===== config.mk =====
export PLATFORM = sky130hd
export DESIGN_NAME = mul_issue_sched
export DESIGN_NICKNAME = d
export VERILOG_FILES = /design/src/rtl/mul_issue_sched_pkg.sv /design/src/rtl/mul_issue_sched_fifo.sv /design/src/rtl/mul_issue_sched.sv
export SDC_FILE = /design/constraint.sdc
export NUM_CORES = 1
export LEC_CHECK = 0
export CAP_MARGIN = 5
export CORE_ASPECT_RATIO = 1.4
export CORE_MARGIN = 2
export CORE_UTILIZATION = 29
export CTS_BUF_LIST = sky130_fd_sc_hd__clkbuf_8
export CTS_CLUSTER_SIZE = 14
export DETAILED_ROUTE_END_ITERATION = 12
export GPL_ROUTABILITY_DRIVEN = 1
export HOLD_SLACK_MARGIN = 0.02
export SYNTH_ARGS = -nofsm -noshare
export SYNTH_HDL_FRONTEND = slang
export SYNTH_HIERARCHICAL = 1
export SYNTH_SLANG_ARGS = --single-unit

===== constraint.sdc =====
create_clock -name clock -period 8.4 [get_ports clock]
set_input_delay 0.84 -clock clock [delete_from_list [all_inputs] [get_ports clock]]
set_output_delay 0.84 -clock clock [all_outputs]
set_load 0.02 [all_outputs]

===== src/rtl/mul_issue_sched_pkg.sv =====
`default_nettype none
// +--------------------------------------------------------------------------+
// | Package  : mul_issue_sched_pkg                                           |
// | Purpose  : Types and constants shared by the multiplier issue scheduler, |
// |            its result FIFO and the pipelined multiplier itself.          |
// | Contents : MUL_FUNC enum, MUL_TAG / MUL_RESULT structs, MUL_STAGES,      |
// |            mul_sign_fix() helper.                                        |
// | Revision : 1.0 - initial release                                         |
// +--------------------------------------------------------------------------+
package mul_issue_sched_pkg;

  localparam int MUL_XLEN   = 32;
  // Multiplier latency; the multiplier instance reads this same constant.
  localparam int MUL_STAGES = 8;
  localparam int PRF_LEN    = 6;
  localparam int ROB_LEN    = 5;

  typedef enum logic [1:0] {
    MUL_FUNC_MUL    = 2'd0,
    MUL_FUNC_MULH   = 2'd1,
    MUL_FUNC_MULHSU = 2'd2,
    MUL_FUNC_MULHU  = 2'd3
  } MUL_FUNC;

  typedef struct packed {
    logic [PRF_LEN-1:0]  prf_idx;
    logic [ROB_LEN-1:0]  rob_idx;
    logic [MUL_XLEN-1:0] pc;
    MUL_FUNC             func;
    logic                a_sign;
    logic                b_sign;
  } MUL_TAG;

  typedef struct packed {
    logic [MUL_XLEN-1:0] value;
    logic [PRF_LEN-1:0]  prf_idx;
    logic [ROB_LEN-1:0]  rob_idx;
    logic [MUL_XLEN-1:0] pc;
  } MUL_RESULT;

  // The multiplier works on operand magnitudes; the sign of the true
  // product is restored here by a full-width negate before the half select.
  function automatic logic [MUL_XLEN-1:0] mul_sign_fix(
    input MUL_FUNC               func,
    input logic                  a_sign,
    input logic                  b_sign,
    input logic [2*MUL_XLEN-1:0] product
  );
    logic                  w_neg;
    logic [2*MUL_XLEN-1:0] w_full;
    case (func)
      MUL_FUNC_MUL,
      MUL_FUNC_MULH:   w_neg = a_sign ^ b_sign;
      MUL_FUNC_MULHSU: w_neg = a_sign;
      default:         w_neg = 1'b0;
    endcase
    w_full = w_neg ? (-product) : product;
    return (func == MUL_FUNC_MUL) ? w_full[MUL_XLEN-1:0]
                                  : w_full[2*MUL_XLEN-1:MUL_XLEN];
  endfunction

endpackage
`default_nettype wire


===== src/rtl/mul_issue_sched_fifo.sv =====
`default_nettype none
// +--------------------------------------------------------------------------+
// | Module   : mul_result_fifo                                               |
// | Purpose  : DEPTH-entry circular FIFO holding completed multiply results  |
// |            until the CDB accepts them.                                   |
// | Ports    : clock, reset_n (async, active low), clear (sync empty),       |
// |            push/push_data, pop, head_data, count, empty                  |
// | Notes    : caller never pushes into a full FIFO unless it also pops in   |
// |            the same cycle, and never pops an empty one.                  |
// | Revision : 1.0 - initial release                                         |
// +--------------------------------------------------------------------------+
module mul_result_fifo #(
  parameter int DEPTH = 4,
  parameter int WIDTH = 8
) (
  input  logic                       clock,
  input  logic                       reset_n,
  input  logic                       clear,
  input  logic                       push,
  input  logic [WIDTH-1:0]           push_data,
  input  logic                       pop,
  output logic [WIDTH-1:0]           head_data,
  output logic [$clog2(DEPTH+1)-1:0] count,
  output logic                       empty
);

  localparam int PTR_W = (DEPTH > 1) ? $clog2(DEPTH) : 1;
  localparam int CNT_W = $clog2(DEPTH + 1);
  localparam logic [PTR_W-1:0] c_last_ptr = PTR_W'(DEPTH - 1);
  localparam logic [PTR_W-1:0] c_ptr_one  = PTR_W'(1);
  localparam logic [CNT_W-1:0] c_cnt_one  = CNT_W'(1);

  logic [WIDTH-1:0] r_mem [DEPTH];
  logic [PTR_W-1:0] r_wr_ptr;
  logic [PTR_W-1:0] r_rd_ptr;
  logic [CNT_W-1:0] r_count;

  // Pointers wrap modulo DEPTH, so DEPTH need not be a power of two.
  function automatic logic [PTR_W-1:0] ptr_inc(input logic [PTR_W-1:0] ptr);
    return (ptr == c_last_ptr) ? '0 : ptr + c_ptr_one;
  endfunction

  always_ff @(posedge clock or negedge reset_n) begin
    if (!reset_n) begin
      r_wr_ptr <= '0;
      r_rd_ptr <= '0;
      r_count  <= '0;
    end else if (clear) begin
      r_wr_ptr <= '0;
      r_rd_ptr <= '0;
      r_count  <= '0;
    end else begin
      if (push) r_wr_ptr <= ptr_inc(r_wr_ptr);
      if (pop)  r_rd_ptr <= ptr_inc(r_rd_ptr);
      case ({push, pop})
        2'b10:   r_count <= r_count + c_cnt_one;
        2'b01:   r_count <= r_count - c_cnt_one;
        default: r_count <= r_count;
      endcase
    end
  end

  // Storage carries no reset; only entries below count are ever observed.
  always_ff @(posedge clock) begin
    if (push && !clear) r_mem[r_wr_ptr] <= push_data;
  end

  assign head_data = r_mem[r_rd_ptr];
  assign count     = r_count;
  assign empty     = (r_count == '0);

endmodule
`default_nettype wire


===== src/rtl/mul_issue_sched.sv =====
`default_nettype none
// +--------------------------------------------------------------------------+
// | Module   : mul_issue_sched                                               |
// | Purpose  : Issue scheduler for the STAGES-deep pipelined multiplier.     |
// |            Starts the multiplier, carries each op's tag beside the pipe, |
// |            applies sign fix-up, queues results for the CDB and limits    |
// |            in-flight + queued ops so no result is ever dropped.          |
// | Ports    : clock, reset_n (async, active low)                            |
// |            issue_* : RS request / ready handshake and op tag             |
// |            flush   : squash every in-flight and queued op                |
// |            mult_*  : start pulse out, done + magnitude product in        |
// |            cdb_*   : result request / grant and head result fields       |
// |            busy    : any op in flight or queued                          |
// | Notes    : XLEN must equal MUL_XLEN (tag and result structs use it).     |
// | Revision : 1.0 - initial release                                         |
// +--------------------------------------------------------------------------+
module mul_issue_sched
  import mul_issue_sched_pkg::*;
#(
  parameter int XLEN         = MUL_XLEN,
  parameter int STAGES       = MUL_STAGES,
  parameter int RESULT_DEPTH = 4
) (
  input  logic                clock,
  input  logic                reset_n,
  input  logic                issue_valid,
  output logic                issue_ready,
  input  logic [1:0]          issue_func,
  input  logic                issue_a_sign,
  input  logic                issue_b_sign,
  input  logic [PRF_LEN-1:0]  issue_prf_idx,
  input  logic [ROB_LEN-1:0]  issue_rob_idx,
  input  logic [XLEN-1:0]     issue_pc,
  input  logic                flush,
  output logic                mult_start,
  input  logic                mult_done,
  input  logic [2*XLEN-1:0]   mult_product,
  output logic                cdb_req,
  input  logic                cdb_grant,
  output logic [XLEN-1:0]     cdb_value,
  output logic [PRF_LEN-1:0]  cdb_prf_idx,
  output logic [ROB_LEN-1:0]  cdb_rob_idx,
  output logic [XLEN-1:0]     cdb_pc,
  output logic                busy
);

  localparam int CNT_W = $clog2(RESULT_DEPTH + 1);
  localparam int RES_W = $bits(MUL_RESULT);
  localparam logic [CNT_W-1:0] c_depth   = CNT_W'(RESULT_DEPTH);
  localparam logic [CNT_W-1:0] c_cnt_one = CNT_W'(1);

  logic [STAGES-1:0] r_pipe_valid;
  MUL_TAG            r_pipe_tag [STAGES];
  logic [CNT_W-1:0]  r_inflight_cnt;

  logic [STAGES-1:0] w_valid_shift;
  logic [CNT_W-1:0]  w_queue_cnt;
  logic [CNT_W-1:0]  w_occupancy;
  logic              w_queue_empty;
  logic              w_fire;
  logic              w_complete;
  logic              w_pop;
  MUL_TAG            w_issue_tag;
  MUL_TAG            w_done_tag;
  MUL_RESULT         w_push_result;
  MUL_RESULT         w_head_result;
  logic [RES_W-1:0]  w_head_bits;

  // ---------------------------------------------------------------- handshake
  // Counting in-flight ops against the queue depth reserves a slot for every
  // started op, so a completion always finds room.
  assign w_occupancy = r_inflight_cnt + w_queue_cnt;
  assign issue_ready = (w_occupancy < c_depth);
  assign w_fire      = issue_valid & issue_ready & ~flush;
  assign mult_start  = w_fire;
  assign busy        = (w_occupancy != '0);

  always_comb begin
    w_issue_tag         = '0;
    w_issue_tag.prf_idx = issue_prf_idx;
    w_issue_tag.rob_idx = issue_rob_idx;
    w_issue_tag.pc      = issue_pc;
    w_issue_tag.func    = MUL_FUNC'(issue_func);
    w_issue_tag.a_sign  = issue_a_sign;
    w_issue_tag.b_sign  = issue_b_sign;
  end

  // ----------------------------------------------------------------- tag pipe
  always_comb begin
    w_valid_shift    = '0;
    w_valid_shift[0] = w_fire;
    for (int i = 1; i < STAGES; i++) begin
      w_valid_shift[i] = r_pipe_valid[i-1];
    end
  end

  // Tags advance every cycle in lockstep with the multiplier; flush only
  // clears the valids, so a killed op's later done meets an invalid tag.
  always_ff @(posedge clock or negedge reset_n) begin
    if (!reset_n) begin
      r_pipe_valid <= '0;
      for (int i = 0; i < STAGES; i++) begin
        r_pipe_tag[i] <= '0;
      end
    end else begin
      r_pipe_valid  <= flush ? '0 : w_valid_shift;
      r_pipe_tag[0] <= w_issue_tag;
      for (int i = 1; i < STAGES; i++) begin
        r_pipe_tag[i] <= r_pipe_tag[i-1];
      end
    end
  end

  // --------------------------------------------------------------- completion
  assign w_done_tag = r_pipe_tag[STAGES-1];
  assign w_complete = r_pipe_valid[STAGES-1] & mult_done & ~flush;

  always_comb begin
    w_push_result         = '0;
    w_push_result.value   = mul_sign_fix(w_done_tag.func, w_done_tag.a_sign,
                                         w_done_tag.b_sign, mult_product);
    w_push_result.prf_idx = w_done_tag.prf_idx;
    w_push_result.rob_idx = w_done_tag.rob_idx;
    w_push_result.pc      = w_done_tag.pc;
  end

  always_ff @(posedge clock or negedge reset_n) begin
    if (!reset_n) begin
      r_inflight_cnt <= '0;
    end else if (flush) begin
      r_inflight_cnt <= '0;
    end else begin
      case ({w_fire, w_complete})
        2'b10:   r_inflight_cnt <= r_inflight_cnt + c_cnt_one;
        2'b01:   r_inflight_cnt <= r_inflight_cnt - c_cnt_one;
        default: r_inflight_cnt <= r_inflight_cnt;
      endcase
    end
  end

  a_tag_has_done: assert property (@(posedge clock) disable iff (!reset_n)
                                   r_pipe_valid[STAGES-1] |-> mult_done);

  // ------------------------------------------------------------- result queue
  assign w_pop = ~w_queue_empty & cdb_grant & ~flush;

  mul_result_fifo #(
    .DEPTH (RESULT_DEPTH),
    .WIDTH (RES_W)
  ) u_result_fifo (
    .clock     (clock),
    .reset_n   (reset_n),
    .clear     (flush),
    .push      (w_complete),
    .push_data (w_push_result),
    .pop       (w_pop),
    .head_data (w_head_bits),
    .count     (w_queue_cnt),
    .empty     (w_queue_empty)
  );

  // Data outputs read as zero whenever nothing is being offered.
  assign w_head_result = MUL_RESULT'(w_head_bits);
  assign cdb_req       = ~w_queue_empty;
  assign cdb_value     = cdb_req ? w_head_result.value   : '0;
  assign cdb_prf_idx   = cdb_req ? w_head_result.prf_idx : '0;
  assign cdb_rob_idx   = cdb_req ? w_head_result.rob_idx : '0;
  assign cdb_pc        = cdb_req ? w_head_result.pc      : '0;

endmodule
`default_nettype wire


# ---- Word level (Yosys, flattened, before mapping)
# Memory sizes are Yosys's and may differ from the RTL's.
# Cells that the tools add are included.
dict set report classes {
  n_addsub 8
  n_lt_le_gt_ge 1
  n_eq_ne 8
  mux 20
  bitwise 9
  n_reduce_logical 10
}
# op n
set op_table {}
lappend op_table {{32-bit two-way mux} 3}
lappend op_table {{64-bit two-way mux} 1}
lappend op_table {{64-bit negation} 1}
lappend op_table {{2-bit two-way mux} 6}
lappend op_table {{3-bit one-hot mux with 2 select lines} 2}
lappend op_table {{2-bit == test, second input constant} 5}
lappend op_table {{3-bit nonzero test} 3}
lappend op_table {{8-bit two-way mux} 1}
lappend op_table {{3-bit by 1-bit adder with 3-bit output, second input constant} 2}
lappend op_table {{1-bit AND} 6}
lappend op_table {{2-bit by 1-bit == test with 1-bit output, second input constant} 3}
lappend op_table {{3-bit two-way mux} 2}
lappend op_table {{6-bit two-way mux} 1}
lappend op_table {{3-bit by 1-bit subtractor with 3-bit output, second input constant} 2}
lappend op_table {{5-bit two-way mux} 1}
lappend op_table {{2-bit by 1-bit adder with 2-bit output, second input constant} 2}
lappend op_table {{2-bit nonzero test} 2}
lappend op_table {{3-bit adder} 1}
lappend op_table {{3-bit logical NOT} 1}
lappend op_table {{3-bit < comparator, second input constant} 1}
lappend op_table {{2-bit logical NOT} 1}
lappend op_table {{1-bit two-way mux} 2}
lappend op_table {{1-bit NOT} 2}
lappend op_table {{1-bit one-hot mux with 2 select lines} 1}
lappend op_table {{other kinds (4)} 4}
dict set report word_totals {
  reg_bits 394
  mem_bits_rw 300
  input_bits 117
  output_inout_bits 79
  word_cells 110
  memories 1
}
# memory depth word_bits rd rd_ports_with_merged_regs write_ports line_no
set memory_table {}
lappend memory_table {u_result_fifo.r_mem 4 75 1 0 1 mul_issue_sched_fifo.sv:33} ;# logic [WIDTH-1:0] r_mem [DEPTH];

# ---- Logic depth before layout (Yosys ltp)
# Gate-level depths: netlist (run 1).
dict set report depth {
  depth_word 7
  ltp_mapped 10
  ltp_nobuf 10
}

# ---- Cells and area by module
# Netlist (run 1), hierarchy kept.
# mod instances cells_per_inst area_per_inst_um2 seq_area_each_um2
set by_module_without_submodules {}
lappend by_module_without_submodules {mul_issue_sched 1 837 12552.0 9684.3}
lappend by_module_without_submodules {mul_result_fifo 1 436 11298.3 9183.8}

# ---- Worst setup path after synthesis (run 1)
# No wires, ideal clock.
dict set report synth_timing {
  kind {input -> register}
  startpoint {input mult_done}
  endpoint {memory u_result_fifo/r_mem[0][0] (netlist name), enable pin}
  setup_time_ns 0.442
  arrival_time_ns 3.178
  required_ns 7.958
  setup_slack_ns 4.781
  stages 5
  path_buffers 1
  path_cell_list {nand2_1 -> nor2_1 -> buf_2 -> nor2b_1 -> and2_1}
}
dict set report synth_between {
  elab_chain_len 5
}
# item line_no
set synth_lines {}
lappend synth_lines {{start, declared} mul_issue_sched.sv:36} ;# input logic mult_done,
lappend synth_lines {{1-bit AND (2 in series)} mul_issue_sched.sv:116} ;# assign w_complete = r_pipe_valid[STAGES-1] & mult_done & ~flush;
lappend synth_lines {{net w_complete} mul_issue_sched.sv:61} ;# logic w_complete;
lappend synth_lines {{1-bit logical AND} mul_issue_sched_fifo.sv:65} ;# if (push && !clear) r_mem[r_wr_ptr] <= push_data;
lappend synth_lines {{1-bit two-way mux} mul_issue_sched_fifo.sv:65}
lappend synth_lines {{1-bit two-way mux (not written as such)} mul_issue_sched_fifo.sv:65}
lappend synth_lines {{end, declared} mul_issue_sched_fifo.sv:33}
# The timed path passes the listed nets, and every way through them passes these cells.

# ---- Final worst setup path (run 1)
dict set report layout_timing {
  startpoint {register u_result_fifo.r_rd_ptr[0]}
  endpoint {output cdb_value[31]}
}
dict set report layout_between {
  elab_chain_len 2
}
# item line_no
set layout_lines {}
lappend layout_lines {{start, declared} mul_issue_sched_fifo.sv:35} ;# logic [PTR_W-1:0] r_rd_ptr;
lappend layout_lines {{start signal, assigned} mul_issue_sched_fifo.sv:54} ;# if (pop) r_rd_ptr <= ptr_inc(r_rd_ptr);
lappend layout_lines {{memory read 4 x 75 bit} n/a}
lappend layout_lines {{net w_head_bits[74]} mul_issue_sched.sv:67} ;# logic [RES_W-1:0] w_head_bits;
lappend layout_lines {{32-bit two-way mux} mul_issue_sched.sv:165} ;# assign cdb_value = cdb_req ? w_head_result.value : '0;
lappend layout_lines {{end, declared} mul_issue_sched.sv:40} ;# output logic [XLEN-1:0] cdb_value,
# The timed path passes the listed nets, and every way through them passes these cells.

==> results_dict.tcl, run 1 <==
set metrics [dict create \
    status "finished, final reports clean" \
    yosys_warnings 6 \
    rsz0062_at_grt "no" \
    crit_type "flip-flop to primary output" \
    ir_worst_vdd_mv 0.116 \
    drt_pass1_iterations 5 \
    grt_antenna_before_repair 2 \
    globalRouteOverflowTotal 0 \
    drc 0 \
    p_per_area_nw_per_um2 230 \
    avgRoutedWirePerCell_um 18.5 \
    die_h_um 343 \
    drtIter0Drc 626 \
    ant_nets 0 \
    rrSetupSlack_ps 5450 \
    area_delta_synth_final_pct 22.4 \
    arrival_ps 3960 \
    cts_tree "built" \
    vias 11700 \
    fin_crit_sh 0.571 \
    multi_input_area_um2 4670 \
    tightestPinTransition_ps 987 \
    die_width_um 246 \
    synthTopCellsByCount "dfrtp_1 (394), edfxtp_1 (300), nor2b_1 (86)" \
    cp_top_family "buffers and inverters" \
    timing.rr.start "r_pipe_valid[7]" \
    pre_cts_ws_ps 4050 \
    fin_crit_ps 4800 \
    synth_top_area_frac 0.413 \
    critPathMaxFanout 42 \
    critical_path.cell_chain "buf_4, mux4_2, nor2b_1, clkdlybuf4s50_1" \
    hold_viol 0 \
    final.setup.tns_ps 0 \
    core_area_um2 81600 \
    setup_ws_ps 3600 \
    finalWeightedCongestion 0.869 \
    maxSlewHeadroom 0.338 \
    nets 1667 \
    slowest_stage "dfrtp_4" \
    grt_start_max_net_pins 172 \
    dieArea_um2 84600 \
    register_area_um2 18900 \
    dpl.hpwl_um 30300 \
    cts-resized-gates 0 \
    leakagePower_nw 10.8 \
    holdBufCountCts 0 \
    synth_flop_cell "dfrtp_1" \
    synthArstFlopShare 0.568 \
    rows 124 \
    cts_made_buffers 103 \
    grt.total_usage 0.119 \
    clock_sink_count 694 \
    maxSlewViolCount 0 \
    nFillCells 7737 \
    grt_pass1_vias 12900 \
    synth_nets 1400 \
    num_io_pins 196 \
    cp_num_buf_inv 2 \
    start_util 0.292 \
    netlist_instances 1273 \
    worstReg2RegEnd "u_result_fifo/r_mem[1][51]" \
    setup_violations 0 \
    synth_edf_count 300 \
    post_cts.repair.setup_buffers 0 \
    ys_seq_area_frac 0.791 \
    ff2ff_path_depth 5 \
    clock_path_buffers 3 \
    synth_top_area_cell "dfrtp_1" \
    timing.max_cap.violations 0 \
    cp-start-kind "flip-flop" \
    synth_area_leaders "dfrtp_1 (41%), edfxtp_1 (38%), mux4_2 (7.1%), nor2b_1 (2.3%), xnor2_1 (1.4%)" \
    yosysMostFrequentCell "dfrtp_1" \
    critPathRequiredTime_ps 7560 \
    cts-htree-levels 3 \
    synth_seq_cells 694 \
    max_stage_delay_ps 940 \
    grt_pass1_wl_um 76100 \
    routed_wl_um 50000 \
    synth.distinct_cells 68 \
    hp-class "input port to asynchronous set/reset pin" \
    clkTransAtPathRegs_ps 60 \
    viasPerCell 4.35 \
    cp-end-kind "primary output" \
    max_freq_mhz 208 \
    portBuffers 195 \
    clock_latency_ps 710 \
    skew_ps 22.9 \
    synth_area_um2 23900 \
    drive_above_1_share 0.168 \
    clockRootBuffer "clkbuf_8" \
    synth.avg_cell_area_um2 18.7 \
]
power by group:
group / leakage (nW) / internal, mW / switching (mW)
sequential: 7.32 / 3.66 / 0.0336
combinational: 2.20 / 0.105 / 0.164
clock: 1.23 / 1.47 / 1.27
metrics by stage:
step	utilization	total power, mW	hold WS [ps]	instances	area (um^2)
after detailed placement	0.331	4.03	335	2506	27000
after global placement	0.331	4.02	331	2506	27000
after CTS	0.358	6.83	125	2699	29200
after floorplan	-	3.85	331	1273	23900
after global routing	0.358	7.01	163	2701	29200
final	0.358	6.70	124	2701	29200
worst reg2reg max path, stage by stage, from the launching register on:
cell     delay [ps]
dfrtp_1         350
nand2_1         110
nor2_1          430
nor2b_1         320
and2_4          590
buf_4           710
logic make-up after synthesis:
group / Yosys count / synth area share
muxes: 84 / 0.0746
buffers and inverters: 61 / 0.0140
AOI/OAI and AO/OA: 94 / 0.0264
adders and majority gates: 10 / 0.00619
DFF: 694 / 0.791
and+or+nand+nor: 274 / 0.0672
xor gates and xnor gates: 56 / 0.0206
layout make-up:
type / count / share of cell area
clock inverter: 67 / 0.0146
clock buffer: 126 / 0.0594
inverter: 10 / 0.00129
sequential: 694 / 0.647
timing repair buffer: 213 / 0.0721
multi-input combinational: 518 / 0.160
tap: 1071 / 0.0459
antenna: 2 / 0.000171
cells in the final DEF (no fill, tap or decap), drive strengths merged, types with 5 or more instances in the layout:
cell type and count:
or3 8, xnor2 38, edfxtp 300, or2 5
a31oi 15, clkbuf 126, nand3 10, ha 7
nor2 68, clkinv 18, xor2 18, a21oi 29
o21ai 9, nand2 19, a41oi 6, a211oi 7
dfrtp 394, clkdlybuf4s50 194, nor3 21, nor2b 86
inv 51, and2 7, buf 19, nor4 20
or4 9, clkinvlp 5, mux2i 9, mux4 75
per-layer routing:
metal,GRT usage,wire [um]
met5,0,0
met1,0.147,20800
met4,0.0550,1590
met2,0.201,24800
met3,0.0246,2760
how the worst max path moves through the flow:
stage | start | end | slack [ps] | cells past startpoint
final | u_result_fifo/r_rd_ptr[0] | cdb_value[31] | 3600 | 4
after global routing | u_result_fifo/r_rd_ptr[0] | cdb_value[23] | 3240 | 4
after CTS | u_result_fifo/r_rd_ptr[0] | cdb_value[23] | 3400 | 4
after detailed placement | flush | u_result_fifo/r_mem[2][41] | 4050 | 5
after global placement | flush | u_result_fifo/r_mem[1][53] | 4140 | 5
after floorplan | mult_done | u_result_fifo/r_mem[0][0] | 4780 | 5
sequential cells by signal, indices dropped and copies added, names as in the netlist:
signal and count:
u_result_fifo/count 3, u_result_fifo/r_mem 300, r_inflight_cnt 3, r_pipe_valid 8
r_pipe_tag 376, u_result_fifo/r_rd_ptr 2, u_result_fifo/r_wr_ptr 2
(Power assumes the default switching activity.)
==> run 2, diff against run 1 <==
==> constraint.sdc (replaced) <==
create_clock -name clock -period 3.9 [get_ports clock]
set_input_delay 0.39 -clock clock [delete_from_list [all_inputs] [get_ports clock]]
set_output_delay 0.39 -clock clock [all_outputs]
set_load 0.02 [all_outputs]
==> run 2 against run 1 <==
Die area stayed put. Clock power rose by 120%. Setup slack got worse by 3300 ps. Sequential cell count stayed put. Critical path type unchanged. Register-to-register slack worse by 4400 ps. Sequential power grew 120%. Wire length rose by 2.9%. Via count is 3.4% higher. Sequential share of layout area fell by 1.2 points. Global-route usage increased by 0.49 points.
==> results_dict.tcl, run 2 (same netlist as run 1, synthesis figures left out) <==
set metrics [dict create \
    hold_path_depth 1 \
    clkTransAtPathRegs_ps 60 \
    die_h_um 343 \
    maxSlewHeadroom 0.422 \
    fin_crit_ps 3600 \
    ir_worst_vdd_mv 0.254 \
    clock_sink_count 694 \
    hold_viol 0 \
    p_per_area_nw_per_um2 490 \
    final.setup.tns_ps 0 \
    largest_register_ffs 376 \
    place_area_um2 27400 \
    critPathMaxFanout 21 \
    grt_antenna_before_repair 2 \
    drtIter0Drc 685 \
    top_regs "r_pipe_tag: 376 flops, u_result_fifo/r_mem: 300 flops, r_pipe_valid: 8 flops" \
    max_freq_mhz 278 \
    post-route-util 0.364 \
    setup_violations 0 \
    status "finished, final reports clean" \
    clock_path_buffers 3 \
    tightestPinTransition_ps 867 \
    drt_pass1_iterations 5 \
    critPathLaunch "u_result_fifo/r_rd_ptr[0]" \
    finalWeightedCongestion 0.903 \
    area_delta_synth_final_pct 24.7 \
    cp-end-kind "primary output" \
    postLayoutCellArea_um2 29700 \
    hold_start "issue_pc[30]" \
    arrival_ps 3210 \
    grt.total_usage 0.124 \
    dieArea_um2 84600 \
    rows 124 \
    cts-htree-levels 3 \
    crit_type "flip-flop to primary output" \
    clockRootBuffer "clkbuf_8" \
    grt_pass1_vias 13100 \
    nets 1712 \
    cts_made_buffers 102 \
    routed_wl_um 51400 \
    cts-resized-gates 0 \
    drc 0 \
    mostFrequentLayoutCells "dfrtp_1 (392), edfxtp_1 (300), clkdlybuf4s50_1 (194)" \
    worstReg2RegEnd "r_inflight_cnt[2]" \
    timing.rr.start "u_result_fifo/count[0]" \
    leakagePower_nw 11.0 \
    die_width_um 246 \
    rsz0062_at_grt "no" \
    core_area_um2 81600 \
    skew_ps 22.3 \
    hp-class "input port to flip-flop" \
    maxSlewViolCount 0 \
    holdBufCountCts 12 \
    rrSetupSlack_ps 1040 \
    viasPerCell 4.42 \
    critPathRequiredTime_ps 3510 \
    ff2ff_path_depth 10 \
    avgRoutedWirePerCell_um 18.7 \
    cts_tree "built" \
    drive_above_1_share 0.186 \
    grt_pass1_wl_um 78900 \
    fin_crit_sh 0.923 \
    timing.max_cap.violations 0 \
    vias 12200 \
    num_io_pins 196 \
    ant_nets 0 \
    clock_latency_ps 710 \
    post_cts.repair.setup_buffers 0 \
    dpl.hpwl_um 33300 \
    cp-start-kind "flip-flop" \
    portBuffers 195 \
    start_util 0.292 \
    top_register "r_pipe_tag" \
    layout.cells.most_common "dfrtp_1" \
    min_to "r_pipe_tag[363]" \
    globalRouteOverflowTotal 0 \
    nFillCells 7714 \
    grt_start_max_net_pins 101 \
]
-- run 2: cell types whose count changed in the layout (fill, tap and decap cells not counted), sizes merged --
cell / previous run / this run
bufinv: 3 / 6
clkinv: 18 / 32
dlygate4sd3: 0 / 12
clkbuf: 126 / 121
buf: 19 / 53
clkinvlp: 5 / 3
inv: 51 / 42
-- run 2: per-stage QoR --
step / worst slack, ps / total power, mW / cells / hold WS [ps]
after floorplan: 731 / 8.30 / 1273 / 94.4
after global placement: 350 / 8.68 / 2540 / 331
after detailed placement: 158 / 8.70 / 2540 / 335
after CTS: 93.3 / 14.8 / 2746 / 23.1
after global routing: 52.1 / 15.2 / 2748 / 48.8
final: 299 / 14.6 / 2748 / 116
-- run 2: final cells by class --
type	count	area, um^2	share of cell area
sequential	694	18900	0.635
multi-input combinational	518	4680	0.157
timing repair buffer	259	2620	0.0880
clock buffer	121	1670	0.0560
tap	1071	1340	0.0451
clock inverter	73	527	0.0177
inverter	10	37.5	0.00126
antenna	2	5.00	0.000168
-- run 2: worst max path at each step --
stage	endpoint	slack [ps]	cells past startpoint
after detailed placement	u_result_fifo/r_mem[1][51]	160	10
after floorplan	u_result_fifo/r_mem[0][0]	730	5
after global routing	cdb_value[25]	50	4
after global placement	u_result_fifo/r_mem[0][68]	350	7
final	cdb_value[25]	300	4
after CTS	cdb_value[25]	90	4
-- run 2: report_power, final --
group	switching (mW)	internal, mW	leakage [nW]	total [mW]
Combinational	0.361	0.249	2.46	0.610
Sequential	0.0709	7.88	7.32	7.95
Clock	2.74	3.26	1.24	6.01
Total	3.18	11.4	11.0	14.6
-- run 2: critical path, stage by stage, from the launching register on --
cell and delay (ps):
dfrtp_4 750, buf_4 390, mux4_2 610, nor2b_1 160
clkdlybuf4s50_1 560
-- run 2: per-layer routing --
metal / wire length (um) / vias up / GRT usage / share of wire
li1: - / 5334 / - / -
met1: 20300 / 6315 / 0.147 / 0.39
met2: 26500 / 402 / 0.213 / 0.52
met3: 2790 / 102 / 0.0250 / 0.054
met4: 1830 / 0 / 0.0638 / 0.036
met5: 0 / - / 0 / 0
